`config.mk`:
```
export PLATFORM = sky130hd
export DESIGN_NAME = fifo_uart_tx
export DESIGN_NICKNAME = d
export VERILOG_FILES = /design/src/rtl/fifo_uart_tx.sv
export SDC_FILE = /design/constraint.sdc
export NUM_CORES = 1
export LEC_CHECK = 0
export BUFFER_PORTS_ARGS = -buffer_cell sky130_fd_sc_hd__buf_2
export CAP_MARGIN = 20
export CELL_PAD_IN_SITES_DETAIL_PLACEMENT = 1
export CELL_PAD_IN_SITES_GLOBAL_PLACEMENT = 2
export CORE_UTILIZATION = 30
export DETAILED_ROUTE_END_ITERATION = 7
export PLACE_DENSITY = 0.77
export SLEW_MARGIN = 10
export SYNTH_ARGS = -nofsm -noshare
export SYNTH_HDL_FRONTEND = slang
export SYNTH_SLANG_ARGS = --single-unit
```
`constraint.sdc`:
```
create_clock -name clk -period 2.6 [get_ports clk]
set_clock_uncertainty 0.05 [all_clocks]
set_input_delay 0.39 -clock clk [delete_from_list [all_inputs] [get_ports clk]]
set_output_delay 0.39 -clock clk [all_outputs]
set_load 0.005 [all_outputs]
```
`src/rtl/fifo_uart_tx.sv`:
```
// fifo_uart_tx: pops words from the output FIFO and serialises them as 8N1
// UART frames, least significant byte first, back-to-back within a word.
module fifo_uart_tx #(
  parameter int DATA_WIDTH   = 32,
  parameter int CLKS_PER_BIT = 868
) (
  input  logic                  clk,
  input  logic                  rst,
  input  logic [DATA_WIDTH-1:0] fifo_data_out,
  input  logic                  fifo_empty,
  output logic                  fifo_read_enabled,
  output logic                  tx,
  output logic                  busy,
  output logic                  word_done
);

  localparam int BYTES = DATA_WIDTH / 8;
  localparam int TW    = (CLKS_PER_BIT > 1) ? $clog2(CLKS_PER_BIT) : 1;
  localparam int BW    = (BYTES > 1) ? $clog2(BYTES) : 1;
  localparam logic [TW-1:0] TIMER_LAST = TW'(CLKS_PER_BIT - 1);
  localparam logic [BW-1:0] BYTE_LAST  = BW'(BYTES - 1);

  typedef enum logic [2:0] {
    IDLE,
    POP,
    LOAD,
    START,
    DATA,
    STOP
  } state_e;

  state_e                state_q, state_d;
  logic [TW-1:0]         timer_q, timer_d;
  logic [2:0]            bit_idx_q, bit_idx_d;
  logic [BW-1:0]         byte_idx_q, byte_idx_d;
  logic [DATA_WIDTH-1:0] shift_q, shift_d;
  logic                  tx_q, tx_d;
  logic                  rd_en_q, rd_en_d;
  logic                  busy_q, busy_d;
  logic                  word_done_q, word_done_d;
  logic                  timer_end;

  // The word is shifted right one bit per data bit, so after eight data bits
  // the next byte of the word already sits in the low bits.
  always_comb begin
    state_d     = state_q;
    timer_d     = timer_q;
    bit_idx_d   = bit_idx_q;
    byte_idx_d  = byte_idx_q;
    shift_d     = shift_q;
    word_done_d = 1'b0;
    timer_end   = (timer_q == TIMER_LAST);

    case (state_q)
      IDLE: begin
        if (!fifo_empty) state_d = POP;
      end
      POP: begin
        state_d = LOAD;
      end
      LOAD: begin
        shift_d    = fifo_data_out;
        byte_idx_d = '0;
        timer_d    = '0;
        state_d    = START;
      end
      START: begin
        if (timer_end) begin
          timer_d   = '0;
          bit_idx_d = '0;
          state_d   = DATA;
        end else begin
          timer_d = timer_q + 1'b1;
        end
      end
      DATA: begin
        if (timer_end) begin
          timer_d = '0;
          shift_d = {1'b0, shift_q[DATA_WIDTH-1:1]};
          if (bit_idx_q == 3'd7) begin
            state_d = STOP;
          end else begin
            bit_idx_d = bit_idx_q + 3'd1;
          end
        end else begin
          timer_d = timer_q + 1'b1;
        end
      end
      STOP: begin
        if (timer_end) begin
          timer_d = '0;
          if (byte_idx_q != BYTE_LAST) begin
            byte_idx_d = byte_idx_q + 1'b1;
            state_d    = START;
          end else begin
            word_done_d = 1'b1;
            state_d     = IDLE;
          end
        end else begin
          timer_d = timer_q + 1'b1;
        end
      end
      default: begin
        state_d = IDLE;
      end
    endcase

    // Outputs are decoded from the next state so they are registered alongside it.
    case (state_d)
      START:   tx_d = 1'b0;
      DATA:    tx_d = shift_d[0];
      default: tx_d = 1'b1;
    endcase
    rd_en_d = (state_d == POP);
    busy_d  = (state_d != IDLE);
  end

  always_ff @(posedge clk) begin
    if (rst) begin
      state_q     <= IDLE;
      timer_q     <= '0;
      bit_idx_q   <= '0;
      byte_idx_q  <= '0;
      shift_q     <= '0;
      tx_q        <= 1'b1;
      rd_en_q     <= 1'b0;
      busy_q      <= 1'b0;
      word_done_q <= 1'b0;
    end else begin
      state_q     <= state_d;
      timer_q     <= timer_d;
      bit_idx_q   <= bit_idx_d;
      byte_idx_q  <= byte_idx_d;
      shift_q     <= shift_d;
      tx_q        <= tx_d;
      rd_en_q     <= rd_en_d;
      busy_q      <= busy_d;
      word_done_q <= word_done_d;
    end
  end

  assign tx                = tx_q;
  assign fifo_read_enabled = rd_en_q;
  assign busy              = busy_q;
  assign word_done         = word_done_q;

endmodule

```
==> impl_metrics.csv, run 1 <==
group,metric,value,unit
routing,wirelength,5.94,mm
power,power_switching,0.408,mW
hold_path,min_from,"fifo_data_out[31]",
synthesis,synthSimpleGateAreaFrac,0.207,
critical_path,worstSetupStartpointType,"register",
routing,first_pass_iters,4,
power,p_leak,0.992,nW
timing,fin_crit_sh,0.842,
floorplanning,rows,32,
critical_path,startpoint,"timer_q[0]",
cts,clk_pin_slew,0.10,ns
synthesis,yosysSeqAreaShare,0.449,
power,p_clk_frac,0.330,
synthesis,synth_fa_ha_area_frac,0.0208,
finish,drive_gt1_frac,0.212,
synthesis,synth_flop_cell,"dfxtp_1",
cts,numCtsBuffers,5,
critical_path,end_kind,"register",
routing,antenna_left,0,
placed_design,dp_hpwl,4.02,mm
power,switching_share,0.262,
placed_design,place_congestion,0.765,
synthesis,synth_nets,311,
timing,fin_crit,2.19,ns
timing,rsz0062_at_grt,"no",
timing,setup-tns-final,0,ns
synthesis,syn_area,2410,sq um
synthesis,yosys.area_share.xor_xnor,0,
cts,cts_repair_resize_count,0,
floorplanning,core_area,7730,sq um
critical_path,worstReg2RegStart,"timer_q[0]",
timing,max-slew-margin-rel,0.492,
floorplanning,die_area,8380,sq um
critical_path,crit_arrival,2.34,ns
timing,report.final.slew_viol_count,0,
synthesis,avgSynthCellArea,8.85,sq um
power,p_seq_frac,0.567,
floorplanning,die_height,91.6,um
routing,vias,2115,
routing,wl_per_cell,14.6,um
floorplanning,io_pins,39,
grt,grt.total_usage,0.150,
grt,antenna_found_initial,0,
timing,worstMarginPinSlew,0.762,ns
critical_path,crit_chain,"ha_1, nand4b_2, nor4b_4, buf_4, a2bb2oi_1, nor2_1",
finish,diodes,0,
critical_path,cp_slowest_cell,"nor4b_4",
cts,htreeDepth,2,
synthesis,synth_top_cell_by_area,"dfxtp_1",
placed_design,portBuffers,38,
grt,grt_pass1_vias,2071,
routing,viasPerCell,5.18,
grt,grt_busiest_layer,"met2",
grt,grt-ovfl-total,0,
routing,drt_iter0_markers,93,
cts,cts.sinks,54,
synthesis,yosysTopAreaCellShare,0.449,
critical_path,worstPathRequired,2.75,ns
power,ir_drop,0.000194,V
cts,worstSkewPairLatency,0.32,ns
outcome,status,"complete, no violations",
finish,final_cell_mix,"dfxtp_1, nand2_1, a21oi_1",
synthesis,synthTopCellsByArea,"dfxtp_1, a22oi_1, a21oi_1",
cts,cts_hold_buf,0,
synthesis,yosysUniqueCellTypes,40,
synthesis,synth_compound_area_frac,0.267,
synthesis,yosys_warnings,0,
cts,cts_root_buffer,"clkbuf_8",
floorplanning,start_util,0.311,
grt,gr-usage-met2,0.252,
synthesis,ys_seq_elements,54,
power,total_power,1.56,mW
cts,postCtsSetupBuffers,0,
floorplanning,die_x,91.6,um
grt,use_met3,0.0293,
timing,max_freq,0.457,GHz
critical_path,worstPathMaxFanout,31,
hold_path,min_path_type,"in -> reg",
run,maxCapViolCount,0,
critical_path,critPathKind,"reg -> reg",
cts,cts_tree,"done",
grt,grt_max_degree,43,
synthesis,synth_cells,272,
timing,setup_viol,0,
finish,fin_nets,344,
synthesis,synthMuxAreaShare,0.0255,
synthesis,synth_edf_count,0,
routing,drc,0,
finish,num-fill-cells,932,
timing,finalHoldViolations,0,
cts,clockBufferDepth,2,
finish,layout_commonest_cell,"dfxtp_1",
synthesis,async_flop_share,0,
power,power_frac_comb,0.103,
finish,syn_to_final_growth,16.2,%
finish,final_core_utilization,0.362,
grt,met1_usage,0.187,
critical_path,slowest_delay,0.47,ns
synthesis,synth_top_family_by_area,"compound AO/OA/AOI/OAI gates",
power,p_int,1.15,mW
grt,grt_pass1_wl,9.98,mm
power,cellPowerDensity,556,nW/um^2
==> per-stage QoR <==
stage | hold WS, ns | area (sq um) | cells | setup slack [ns]
3_5_place_dp | 0.398 | 2700 | 400 | 0.423
4_1_cts | 0.253 | 2800 | 408 | 0.384
6_report | 0.262 | 2800 | 408 | 0.410
5_1_grt | 0.256 | 2800 | 408 | 0.187
3_3_place_gp | 0.392 | 2700 | 400 | 0.442
2_1_floorplan | 0.382 | 2410 | 272 | 0.633
==> final cells by class <==
type	count	area, sq um	area share
clock buffers	6	82.6	0.0295
clock inverters	2	17.5	0.00626
inverters	1	3.75	0.00134
multi-input cells	200	1260	0.449
flip-flops and latches	54	1080	0.387
well taps	102	128	0.0456
repair buffers	43	228	0.0814
==> power groups by stage <==
| stage | sequential [mW] | combinational (mW) | clock [mW] |
|---|---|---|---|
| after global routing | 0.887 | 0.180 | 0.579 |
| after detailed placement | 0.901 | 0.164 | 0 |
| after floorplan | 0.894 | 0.107 | 0 |
| after global placement | 0.900 | 0.162 | 0 |
| after CTS | 0.882 | 0.164 | 0.542 |
| final | 0.882 | 0.161 | 0.513 |
==> final timing paths <==
kind         depth (start not counted)           to  slack [ns]
min reg2reg                          2  shift_q[17]        0.41
min                                  3  shift_q[31]        0.26
max reg2reg                          6  shift_q[31]        0.41
max                                  6  shift_q[31]        0.41
==> layer usage <==
layer / vias up / part of all wire
met2: 26 / 0.48
li1: 1061 / -
met5: - / 0
met1: 1021 / 0.48
met4: 0 / 0.015
met3: 7 / 0.026
==> cells by family after synthesis <==
| family | Yosys count |
|---|---|
| muxes | 6 |
| adders and majority gates | 4 |
| DFF | 54 |
| AOI/OAI and AO/OA | 94 |
| and+or+nand+nor | 96 |
| buffers and inverters | 18 |
==> sequential cells by signal, summed over array words and instances (netlist names) <==
name / flops
word_done: 1
shift_q: 32
fifo_read_enabled: 1
busy: 1
state_q: 3
tx: 1
bit_idx_q: 3
byte_idx_q: 2
timer_q: 10
==> worst max-delay path: cells and delay by family, from the launching register on <==
family,cells,cell delay [ns]
AND/OR/NAND/NOR,3,0.76
AO/OA/AOI/OAI,1,0.21
flip-flops,1,0.41
adder cells (fa/ha/maj),1,0.25
buffers and inverters,1,0.40
==> cell usage after synthesis (2+ instances only) <==
master and number:
dfxtp_1 54, a21oi_1 41, nand2_1 41, a22oi_1 31
nor2_1 22, clkbuf_1 12, a311oi_1 8, nand2b_1 8
buf_2 5, mux2i_1 5, ha_1 4, a41oi_1 3
and2_1 3, nand3_1 3, a2bb2oi_1 2, and3_1 2
nand3b_1 2, nor3_1 2, nor4_1 2, o21ai_0 2
No activity file was read; power rests on OpenSTA's default activity.
==> run 2, diff against run 1 <==
clock period = 2.25 ns   (was 2.6 ns; I/O delays follow)
==> run 2 against run 1 <==
Compared with the run above: count of clock-buffer cells in the layout did not move; register-to-register slack got worse by 0.25 ns; critical path depth fell by 1; sequential share of layout area fell by 1.8 points; global-route usage rose by 0.65 points; first-iteration DRC count fell by 39%; worst setup slack got worse by 0.25 ns; critical endpoint is now tx.
==> impl_metrics.csv, run 2 (synthesis gave the netlist of run 1 again) <==
group,metric,value,unit
floorplanning,die_height,91.6,um
critical_path,worstPathRequired,2.40,ns
timing,whs,0.217,ns
cts,worstSkewPairLatency,0.31,ns
critical_path,crit_buf_inv,0,
finish,diodes,0,
grt,grt_pass1_vias,2155,
critical_path,worstPathMaxFanout,4,
critical_path,cp_top_family,"simple AND/OR/NAND/NOR gates",
cts,cts_tree,"done",
finish,reg_top3,"shift_q: 32 flops, timer_q: 10 flops",
cts,numCtsBuffers,5,
cts,clk_pin_slew,0.10,ns
critical_path,crit_arrival,2.24,ns
critical_path,slowest_delay,0.59,ns
grt,grt_max_degree,36,
floorplanning,rows,32,
routing,antenna_left,0,
power,p_leak,1.06,nW
routing,vias,2156,
critical_path,cp_slowest_cell,"or4_4",
placed_design,portBuffers,38,
grt,antenna_found_initial,0,
floorplanning,start_util,0.311,
placed_design,pre_cts_slack,0.117,ns
timing,max_freq,0.479,GHz
finish,drive_gt1_frac,0.239,
placed_design,place_congestion,0.761,
placed_design,dp_hpwl,4.14,mm
timing,setup_viol,0,
cts,htreeDepth,2,
timing,setup_ws,0.164,ns
floorplanning,core_area,7730,sq um
grt,grt.total_usage,0.156,
power,cellPowerDensity,641,nW/um^2
grt,grt_pass1_wl,10.5,mm
timing,finalHoldViolations,0,
finish,largest_reg_flops,32,
critical_path,crit_chain,"ha_1, nand4b_2, or4_4, a2111oi_4, mux2i_1",
cts,clockBufferDepth,2,
floorplanning,die_area,8380,sq um
grt,grt-ovfl-total,0,
power,ir_drop,0.000220,V
critical_path,critPathKind,"reg -> reg",
timing,fin_crit_sh,0.927,
routing,first_pass_iters,4,
critical_path,end_kind,"register",
finish,regMostFlops,"shift_q",
hold_path,min_path_type,"in -> reg",
critical_path,worstSetupStartpointType,"register",
finish,layout_commonest_cell,"dfxtp_1",
timing,report.final.slew_viol_count,0,
timing,fin_crit,2.09,ns
floorplanning,io_pins,39,
floorplanning,die_x,91.6,um
routing,drt_iter0_markers,57,
cts,cts_root_buffer,"clkbuf_8",
run,maxCapViolCount,0,
finish,final_cell_mix,"dfxtp_1, nand2_1, a21oi_1",
power,total_power,1.88,mW
routing,wirelength,6.35,mm
routing,drc,0,
finish,syn_to_final_growth,21.9,%
routing,wl_per_cell,15.1,um
finish,fin_nets,356,
outcome,status,"complete, no violations",
timing,worstMarginPinSlew,0.505,ns
timing,max-slew-margin-rel,0.663,
routing,viasPerCell,5.13,
cts,cts.sinks,54,
run 2: cell types whose count changed in the layout (fill, tap and decap cells not counted), sizes merged:
| cell | change |
|---|---|
| clkinv | -2 |
| clkbuf | +1 |
| bufinv | +1 |
| clkinvlp | +1 |
| buf | +11 |
run 2: path summary, 6_finish.rpt:
kind,cells past startpoint,from,slack (ns),to
max,5,timer_q[0],0.16,tx
min,3,fifo_data_out[31],0.22,shift_q[31]
max reg2reg,5,timer_q[0],0.16,tx
min reg2reg,2,shift_q[14],0.41,shift_q[14]
run 2: final cells by class:
class,count,area (sq um)
inverters,1,3.75
clock buffers,6,72.6
well taps,102,128
multi-input cells,200,1260
clock inverters,2,37.5
fillers,914,4790
flip-flops and latches,54,1080
repair buffers,55,348
run 2: metal layers:
metal	routed length, um	part of all wire	GRT usage	vias to the layer above
met4	98	0.015	0.0556	0
met5	0	0	0	-
li1	-	-	-	1079
met3	186	0.029	0.0352	8
met2	2980	0.47	0.254	32
met1	3080	0.48	0.202	1037
run 2: per-stage QoR:
step | cells | TNS [ns] | instance area, sq um | util
floorplan | 272 | 0 | 2410 | -
global placement | 408 | 0 | 2770 | 0.358
finish | 420 | 0 | 2930 | 0.380
CTS | 416 | 0 | 2880 | 0.373
detailed placement | 408 | 0 | 2770 | 0.358
global route | 420 | -0.00644 | 2930 | 0.380
run 2: what timing repair did:
action,CTS,global route
resized for setup,0,1
setup buffers,0,3
hold buffers,0,0
endpoints found under the setup margin,0,15
run 2: worst min-delay path, stage by stage:
cell and delay (ns):
buf_2 0.09, a2bb2oi_1 0.05, nor2_1 0.07
run 2: power by group:
group	switching [mW]	internal (mW)
logic	0.118	0.0880
registers	0.0189	0.995
clock network	0.329	0.333
total	0.466	1.42
==> run 3, diff against run 2 <==
GPL_TIMING_DRIVEN = 0   (was not set)
==> run 3 against run 2 <==
Compared with the run above: global-route usage grew 0.44 points; worst setup slack gained 0.0032 ns; non-clock buffer count grew 3; routed wire length shrank 0.68%; total power shrank 0.73%; sequential cell count is the same.
==> impl_metrics.csv, run 3 (synthesis gave the netlist of run 1 again) <==
group,metric,value,unit
routing,wirelength,6.30,mm
finish,reg_top3,"shift_q: 32 flops, timer_q: 10 flops",
cts,cts_tree,"done",
critical_path,r2r_cells,5,
placed_design,dp_hpwl,4.40,mm
finish,regMostFlops,"shift_q",
floorplanning,rows,32,
routing,vias,2169,
hold_path,hold-path-endpoint,"shift_q[31]",
critical_path,r2r_end,"tx",
placed_design,place_congestion,0.763,
critical_path,r2r_slack,0.17,ns
timing,worstMarginPinSlew,0.665,ns
cts,cts.sinks,54,
hold_path,min_from,"fifo_data_out[31]",
cts,cts_hold_buf,0,
floorplanning,die_area,8380,sq um
grt,grt.total_usage,0.161,
routing,wl_per_cell,14.9,um
grt,antenna_found_initial,0,
grt,grt-ovfl-total,0,
critical_path,worstReg2RegStart,"byte_idx_q[0]",
power,total_power,1.87,mW
finish,fin_nets,359,
critical_path,critPathKind,"reg -> reg",
grt,grt_max_degree,16,
finish,layout_commonest_cell,"dfxtp_1",
cts,clockBufferDepth,2,
timing,max_freq,0.480,GHz
outcome,status,"complete, no violations",
finish,syn_to_final_growth,19.9,%
finish,num-fill-cells,923,
run,maxCapViolCount,0,
power,cellPowerDensity,648,nW/um^2
timing,max-slew-margin-rel,0.557,
floorplanning,die_x,91.6,um
finish,drive_gt1_frac,0.215,
finish,final_cell_mix,"dfxtp_1, buf_2, nand2_1, a21oi_1, a22oi_1",
cts,cts_root_buffer,"clkbuf_8",
cts,htreeDepth,2,
cts,numCtsBuffers,5,
cts,clk_pin_slew,0.10,ns
finish,diodes,0,
critical_path,end_kind,"register",
routing,antenna_left,0,
floorplanning,core_area,7730,sq um
floorplanning,die_height,91.6,um
timing,rsz0062_at_grt,"no",
hold_path,min_delay_path_depth,3,
timing,setup_viol,0,
timing,setup_ws,0.168,ns
power,ir_drop,0.000265,V
grt,grt_pass1_wl,10.7,mm
grt,grt_pass1_vias,2169,
routing,first_pass_iters,4,
floorplanning,start_util,0.311,
power,p_leak,1.05,nW
finish,largest_reg_flops,32,
routing,drc,0,
critical_path,worstPathRequired,2.39,ns
routing,viasPerCell,5.13,
timing,report.final.slew_viol_count,0,
critical_path,startpoint,"byte_idx_q[0]",
routing,drt_iter0_markers,68,
timing,finalHoldViolations,0,
critical_path,crit_arrival,2.22,ns
timing,fin_crit_sh,0.925,
timing,setup-tns-final,0,ns
placed_design,pre_cts_slack,-0.0317,ns
timing,fin_crit,2.08,ns
cts,worstSkewPairLatency,0.31,ns
critical_path,worstPathMaxFanout,6,
critical_path,worstSetupStartpointType,"register",
hold_path,min_path_type,"in -> reg",
placed_design,portBuffers,37,
floorplanning,io_pins,39,
[run 3: cell count changes in the layout (fill, tap and decap cells not counted), sizes merged]
| cell | change |
|---|---|
| buf | -8 |
| clkinvlp | -1 |
| clkbuf | +12 |
[run 3: what timing repair did]
item,in CTS,in global routing
pin swaps,1,1
setup buffers,2,2
endpoints found under the setup margin,31,41
gates resized for setup,1,8
[run 3: where the power goes]
| group | switching (mW) | internal, mW | leakage [nW] | total (mW) |
|---|---|---|---|---|
| clock network | 0.319 | 0.334 | 0.0524 | 0.653 |
| logic | 0.119 | 0.0801 | 0.555 | 0.199 |
| registers | 0.0213 | 0.995 | 0.439 | 1.02 |
| total | 0.459 | 1.41 | 1.05 | 1.87 |
[run 3: per-layer routing]
| layer | up-vias | part of all wire | GRT usage |
|---|---|---|---|
| met2 | 24 | 0.46 | 0.260 |
| met5 | - | 0 | 0 |
| met3 | 5 | 0.033 | 0.0335 |
| met1 | 1051 | 0.50 | 0.216 |
| li1 | 1089 | - | - |
| met4 | 0 | 0.011 | 0.0437 |
[run 3: per-stage QoR]
stage               hold slack [ns]  cell area [sq um]  instances   util
detailed placement            0.397               2720        411  0.352
floorplan                     0.382               2410        272      -
global route                  0.210               2880        423  0.373
global placement              0.391               2720        411  0.352
finish                        0.208               2880        423  0.373
CTS                           0.197               2850        421  0.368
[run 3: cell type report]
| class | count | area (sq um) | area share |
|---|---|---|---|
| multi-input cells | 200 | 1280 | 0.443 |
| repair buffers | 41 | 215 | 0.0746 |
| flip-flops and latches | 54 | 1080 | 0.375 |
| inverters | 1 | 3.75 | 0.00130 |
| clock buffers | 7 | 76.3 | 0.0265 |
| plain buffers | 17 | 72.6 | 0.0252 |
| well taps | 102 | 128 | 0.0443 |
| clock inverters | 1 | 30.0 | 0.0104 |
[run 3: worst max path at each step]
stage / to / slack [ns]
after floorplan: tx / 0.28
after global placement: shift_q[28] / -0.06
after detailed placement: shift_q[29] / -0.03
after CTS: tx / 0.007
after global routing: shift_q[23] / 0.006
final: tx / 0.17
[run 3: critical path, cell delays in order, from the launching register on]
cell and delay, ns:
dfxtp_1 0.34, ha_1 0.27, or3_1 0.39, or4_4 0.44, a2111oi_4 0.37, mux2i_1 0.11
